[src/rtl/ipsmacge_rxlenchk.sv]
`default_nettype none
// ----------------------------------------------------------------------------
// ipsmacge_rxlenchk : receive-side frame length checker (giant truncate, runt flag, stats)
// Revision 1.0
// ----------------------------------------------------------------------------
module ipsmacge_rxlenchk #(
   parameter int MAC_DW = 32,
   parameter int MAC_BW = 2,
   parameter int MAC_EW = 4,
   parameter int LEN_W  = 14,
   parameter int CNT_W  = 16
) (
   input  logic              maclk,
   input  logic              marst_,
   input  logic [MAC_DW-1:0] ma_idat,
   input  logic [MAC_BW-1:0] ma_inob,
   input  logic              ma_ivld,
   input  logic              ma_isop,
   input  logic              ma_ieop,
   input  logic [MAC_EW-1:0] ma_ierr,
   input  logic              upact,
   input  logic [LEN_W-1:0]  cfg_minlen,
   input  logic [LEN_W-1:0]  cfg_maxlen,
   input  logic              cnt_clr,
   output logic [MAC_DW-1:0] pk_odat,
   output logic [MAC_BW-1:0] pk_onob,
   output logic              pk_ovld,
   output logic              pk_osop,
   output logic              pk_oeop,
   output logic [MAC_EW+1:0] pk_oerr,
   output logic [CNT_W-1:0]  cnt_frm,
   output logic [CNT_W-1:0]  cnt_runt,
   output logic [CNT_W-1:0]  cnt_giant,
   output logic [CNT_W-1:0]  cnt_err
);

   localparam logic [1:0] ST_IDLE  = 2'd0;
   localparam logic [1:0] ST_FRAME = 2'd1;
   localparam logic [1:0] ST_TRUNC = 2'd2;
   localparam int         NW       = LEN_W + 1;

   logic [1:0]        state_q, state_d;
   logic [LEN_W-1:0]  len_q, len_d;

   logic              w_acc;
   logic              w_fwd;
   logic              w_abort;
   logic              w_giant;
   logic              w_runt;
   logic              w_oeop;
   logic [NW-1:0]     w_nlen;
   logic [MAC_EW-1:0] w_ierr;
   logic [1:0]        w_err_inc;

   logic [MAC_DW-1:0] pk_odat_q, pk_odat_d;
   logic [MAC_BW-1:0] pk_onob_q, pk_onob_d;
   logic              pk_ovld_q, pk_ovld_d;
   logic              pk_osop_q, pk_osop_d;
   logic              pk_oeop_q, pk_oeop_d;
   logic [MAC_EW+1:0] pk_oerr_q, pk_oerr_d;

   logic [CNT_W-1:0]  cnt_frm_q,   cnt_frm_d;
   logic [CNT_W-1:0]  cnt_runt_q,  cnt_runt_d;
   logic [CNT_W-1:0]  cnt_giant_q, cnt_giant_d;
   logic [CNT_W-1:0]  cnt_err_q,   cnt_err_d;

   // Saturating add of a 0..2 increment; an abort and an errored eop can coincide.
   function automatic logic [CNT_W-1:0] sat_add(input logic [CNT_W-1:0] c,
                                                input logic [1:0]       inc);
      logic [CNT_W:0] s;
      s = {1'b0, c} + (CNT_W+1)'(inc);
      return s[CNT_W] ? {CNT_W{1'b1}} : s[CNT_W-1:0];
   endfunction

   always_comb begin
      w_acc     = ma_ivld & upact;
      w_nlen    = (ma_isop ? NW'(0) : NW'(len_q)) + NW'(ma_inob) + NW'(1);
      w_giant   = (w_nlen > NW'(cfg_maxlen));
      w_fwd     = w_acc & (ma_isop | (state_q == ST_FRAME));
      w_abort   = w_acc & ma_isop & (state_q != ST_IDLE);
      w_oeop    = ma_ieop | w_giant;
      w_runt    = ma_ieop & ~w_giant & (w_nlen < NW'(cfg_minlen));
      w_ierr    = ma_ieop ? ma_ierr : {MAC_EW{1'b0}};
      w_err_inc = {1'b0, w_abort} + {1'b0, w_fwd & ma_ieop & (|ma_ierr)};

      state_d = state_q;
      len_d   = len_q;
      if (w_fwd) begin
         len_d = w_nlen[LEN_W] ? {LEN_W{1'b1}} : w_nlen[LEN_W-1:0];
         if (w_giant && !ma_ieop) begin
            state_d = ST_TRUNC;
         end else if (ma_ieop) begin
            state_d = ST_IDLE;
         end else begin
            state_d = ST_FRAME;
         end
      end else if (w_acc && ma_ieop && (state_q == ST_TRUNC)) begin
         state_d = ST_IDLE;
      end
   end

   always_comb begin
      pk_ovld_d = w_fwd;
      pk_odat_d = w_fwd ? ma_idat : {MAC_DW{1'b0}};
      pk_onob_d = w_fwd ? ma_inob : {MAC_BW{1'b0}};
      pk_osop_d = w_fwd & ma_isop;
      pk_oeop_d = w_fwd & w_oeop;
      pk_oerr_d = w_fwd ? {w_giant, w_runt, w_ierr} : {(MAC_EW+2){1'b0}};
   end

   always_comb begin
      if (cnt_clr) begin
         cnt_frm_d   = {CNT_W{1'b0}};
         cnt_runt_d  = {CNT_W{1'b0}};
         cnt_giant_d = {CNT_W{1'b0}};
         cnt_err_d   = {CNT_W{1'b0}};
      end else begin
         cnt_frm_d   = sat_add(cnt_frm_q,   {1'b0, w_fwd & w_oeop});
         cnt_runt_d  = sat_add(cnt_runt_q,  {1'b0, w_fwd & w_runt});
         cnt_giant_d = sat_add(cnt_giant_q, {1'b0, w_fwd & w_giant});
         cnt_err_d   = sat_add(cnt_err_q,   w_err_inc);
      end
   end

   always_ff @(posedge maclk or negedge marst_) begin
      if (!marst_) begin
         state_q     <= ST_IDLE;
         len_q       <= {LEN_W{1'b0}};
         pk_odat_q   <= {MAC_DW{1'b0}};
         pk_onob_q   <= {MAC_BW{1'b0}};
         pk_ovld_q   <= 1'b0;
         pk_osop_q   <= 1'b0;
         pk_oeop_q   <= 1'b0;
         pk_oerr_q   <= {(MAC_EW+2){1'b0}};
         cnt_frm_q   <= {CNT_W{1'b0}};
         cnt_runt_q  <= {CNT_W{1'b0}};
         cnt_giant_q <= {CNT_W{1'b0}};
         cnt_err_q   <= {CNT_W{1'b0}};
      end else begin
         state_q     <= state_d;
         len_q       <= len_d;
         pk_odat_q   <= pk_odat_d;
         pk_onob_q   <= pk_onob_d;
         pk_ovld_q   <= pk_ovld_d;
         pk_osop_q   <= pk_osop_d;
         pk_oeop_q   <= pk_oeop_d;
         pk_oerr_q   <= pk_oerr_d;
         cnt_frm_q   <= cnt_frm_d;
         cnt_runt_q  <= cnt_runt_d;
         cnt_giant_q <= cnt_giant_d;
         cnt_err_q   <= cnt_err_d;
      end
   end

   assign pk_odat   = pk_odat_q;
   assign pk_onob   = pk_onob_q;
   assign pk_ovld   = pk_ovld_q;
   assign pk_osop   = pk_osop_q;
   assign pk_oeop   = pk_oeop_q;
   assign pk_oerr   = pk_oerr_q;
   assign cnt_frm   = cnt_frm_q;
   assign cnt_runt  = cnt_runt_q;
   assign cnt_giant = cnt_giant_q;
   assign cnt_err   = cnt_err_q;

endmodule
`default_nettype wire

[config.mk]
export PLATFORM = sky130hd
export DESIGN_NAME = ipsmacge_rxlenchk
export DESIGN_NICKNAME = d
export VERILOG_FILES = /design/src/rtl/ipsmacge_rxlenchk.sv
export SDC_FILE = /design/constraint.sdc
export NUM_CORES = 1
export LEC_CHECK = 0
export ABC_AREA = 1
export CORE_MARGIN = 2
export CORE_UTILIZATION = 45
export CTS_BUF_LIST = sky130_fd_sc_hd__clkbuf_4 sky130_fd_sc_hd__clkbuf_8
export DETAILED_ROUTE_END_ITERATION = 10
export HOLD_SLACK_MARGIN = 0.08
export PLACE_DENSITY_LB_ADDON = 0.3
export SLEW_MARGIN = 15
export SYNTH_ARGS = -nofsm -noshare
export SYNTH_HDL_FRONTEND = slang
export SYNTH_SLANG_ARGS = --single-unit
[constraint.sdc]
create_clock -name maclk -period 4.2 [get_ports maclk]
set_clock_uncertainty 0.05 [all_clocks]
set_input_delay 0.84 -clock maclk [delete_from_list [all_inputs] [get_ports maclk]]
set_output_delay 0.84 -clock maclk [all_outputs]
set_load 0.05 [all_outputs]
==> impl_results.md <==
* Fmax at 240 MHz
* Area post-placement at about 9500 um^2
* Worst reg2reg path depth at 24
* Vias per Instance at 4.84
* Post-layout instance count excluding filler cells at around 1300
* Area fraction of the dominant cell type after synthesis at 0.445
* Post-synthesis sequential area ratio at 0.445
* Total clock sinks at between 100 and 150
* Die Area at 16400 um^2
* Period Utilization, post-route at 0.994
* Fraction of power consumed by the clock network at 0.315
* Crit Path Category: input port to register
* First-pass iteration count of the detailed router at 5
* Cell count after placement at approximately 1200
* Tmin final at 4170 ps
* Internal Power at between 0.002 and 0.0025 W
* Number of hold buffers added after cts at 0
* Net load switching power at between 0.001 and 0.0015 W
* Worst hold slack across all endpoints at 432 ps
* Static leakage power at around 5.0 nW
* Number of buffers on the longest clock path at 2
* Iteration-0 DRC Markers at between 200 and 300
* Fillcell total at between 1000 and 1500
* Max Slew Vio Count at 0
* CTS Buf Count at 17
* Top fanout value on the critical path at 4
* Data required time of the worst path at around 4500 ps
* Routed WL at ~18000 um
* GR Util All Layers at 0.218
* Commonest register cell after synthesis: dfrtp_1
* Antenna fix cells at 0
* Master cell of the clock root buffer: clkbuf_8
* Antenna-violating nets left at 0
* VDD IR max at roughly 0.00021 V
* Number of hold violations in the final report at 0
* Count of endpoints failing setup in the final report at 0
* Final-layout setup total negative slack at 0 ps
* Initial core utilization at 0.459
* Final design instance area without fill at ~10000 um^2
* Yosys synthesis warning count at 0
* Setup repair after global routing missed its margin: true
* Synthesis-to-layout area growth at 48.4%
* Library cell occupying the most area in the post-synthesis netlist: dfrtp_1
* Num ports at 180
* Register-to-Register Setup Slack at approximately 180 ps
* Hold Path Class: input port to async pin
* Number of enable-type register cells in the synthesized netlist at 0
* Net count of the mapped netlist at ~950
* Die width at 128 um
* Fraction of power consumed by sequential logic at 0.399
* Remaining global-route overflow at 0
* MaxCap Viol Count at 0
* Antenna violations before repair at 0
* Final routed DRC violation total at 0
* Port buffer count at ~180
* Startpoint class of the critical path: input port
* Global-route wire length before repair at ~28000 um
* Standard cell core area at about 15000 um^2
* Number of levels the H-tree was split into at 4
* Clock-pin slew on the worst setup and hold paths at around 90 ps
* Gate count of the mapped netlist at 834
* Worst-margin pin slew at 817 ps
* Yosys reg bits at ~120
* Number of distinct library cell variants in the gate-level netlist after synthesis at 49
* Total power divided by cell area at between 300 and 400 nW/um^2
* TritonCTS clock tree: built
* WP data arrival at about 4500 ps
* Std cell rows at 45
* Die height at 128 um
* Final weighted congestion of routability-driven global placement at 0.865
* Total vias in the final route at about 6300
* Sum of net half-perimeters after detailed placement at ~13000 um
* DR WL/cell at 13.6 um
* Proportion of total power due to net switching at 0.328
* Asr flop ratio synth at 1.00
* Leading post-synthesis cells by cell area: dfrtp_1 44%, inv_1 8.9%, nand2_1 7.1%
* Post-Synthesis Cell Area at a little under 7000 um^2
* Maximum number of pins on one net before global-route repair at 63
* Combinational fraction of design power at 0.285
* Worst setup EP type: register
* Worst slew slack as a fraction of its limit at 0.455
* Mapped Avg Cell Area at 8.30 um^2
* Number of global-route vias before repair at just over 6000
* Clk_lat worst skew at around 440 ps
* Total number of nets in the final design at between 1000 and 1500
* Proportion of layout cells with a drive suffix above 1 at 0.215
* Status: completed
[power groups by stage]
stage               clock [W]  combinational [W]  sequential (W)
CTS                   0.00108           0.000902         0.00133
detailed placement          0           0.000888         0.00135
global placement            0           0.000867         0.00135
floorplan                   0           0.000437         0.00142
finish                0.00105           0.000952         0.00133
global route          0.00114            0.00105         0.00134
[cell usage after synthesis (6+ instances only)]
master     n
a21oi_1   54
a21oi_2    7
buf_2      7
dfrtp_1  123
ha_1      37
inv_1    164
nand2_1  131
nand2_2   11
nand3_1   27
nand3_2    6
nand4_1   15
nor2_1    99
nor2_2     7
nor3_1    28
o21ai_0   14
o21ai_1   11
xnor2_1   10
xor2_1    30
[layer usage]
| metal | wire [um] | global-route usage | vias up |
|---|---|---|---|
| met2 | 9020 | 0.378 | 173 |
| met5 | 0 | 0 | - |
| met1 | 7550 | 0.267 | 2946 |
| met4 | 214 | 0.0627 | 0 |
| li1 | - | - | 3131 |
| met3 | 848 | 0.0563 | 17 |
[state kept, by name, indices dropped and copies added, names as in the netlist]
signal / flops
cnt_err: 16
cnt_frm: 16
cnt_giant: 16
cnt_runt: 16
len_q: 14
pk_odat: 32
pk_oeop: 1
pk_oerr: 6
pk_onob: 2
pk_osop: 1
pk_ovld: 1
state_q: 2
[placed cells by master, fill, tap and decap left out, types with 12 or more instances in the layout]
| cell type | n |
|---|---|
| clkbuf_8 | 19 |
| inv_1 | 157 |
| ha_1 | 28 |
| a21oi_1 | 43 |
| a21oi_2 | 18 |
| nand3_1 | 24 |
| inv_2 | 12 |
| nand4_1 | 15 |
| nor2_1 | 91 |
| o21ai_1 | 14 |
| dfrtp_1 | 123 |
| nand2_2 | 15 |
| nand2_1 | 120 |
| buf_4 | 76 |
| xor2_1 | 23 |
| nor3_1 | 24 |
| clkdlybuf4s50_1 | 174 |
[area by class of cell]
cell class / instances / area (um^2) / share of cell area
clock buffers: 19 / 262 / 0.0255
clock inverters: 13 / 143 / 0.0139
inverters: 172 / 653 / 0.0636
multi-input cells: 524 / 3510 / 0.342
flip-flops and latches: 123 / 3080 / 0.300
well taps: 188 / 235 / 0.0229
repair buffers: 257 / 2390 / 0.233
[metrics by stage]
stage,power (W),util,setup slack (ps)
finish,0.00333,0.681,26.8
global route,0.00353,0.681,-154
CTS,0.00331,0.660,-18.1
detailed placement,0.00224,0.627,-1080
global placement,0.00222,0.627,-968
floorplan,0.00186,-,-556
[logic make-up after synthesis]
kind of cell,count (synthesis),share of synthesized area
buf+inv,188,0.109
simple gates,346,0.242
flops,123,0.445
xor+xnor,40,0.0506
fa+ha+maj,39,0.0727
compound gates,98,0.0810
[what timing repair did]
action / in CTS / in global routing
cloned: 1 / 0
setup endpoints to repair: 48 / 48
pin swaps: 17 / 20
setup buffers: 4 / 11
gates resized for setup: 24 / 49
[worst max-delay path: stages]
cell	delay (ps)
buf_8	100
inv_6	50
nand2_4	50
ha_4	150
fa_2	340
inv_2	90
nand3_4	100
nor2_8	120
nand2_4	60
xor2_1	300
ha_1	330
a21oi_1	220
o21a_1	140
nand2_1	50
nand2_1	60
nand2_2	70
nand2_4	80
nand2_1	80
nor2_4	180
ha_4	170
nand3_4	100
nor3_4	220
nand2_2	110
inv_1	110
nand2_1	90
a211oi_1	240
[path summary, 6_finish.rpt]
check,from,endpoint
worst max-delay path,ma_isop,cnt_runt[11]
worst max register to register,len_q[0],cnt_runt[11]
worst min-delay path,marst_,cnt_giant[9]
min in group maclk,len_q[10],len_q[10]
worst min register to register,len_q[10],len_q[10]
max in group asynchronous,marst_,pk_oerr[4]
Note: power is estimated with default switching activity, not from simulation.
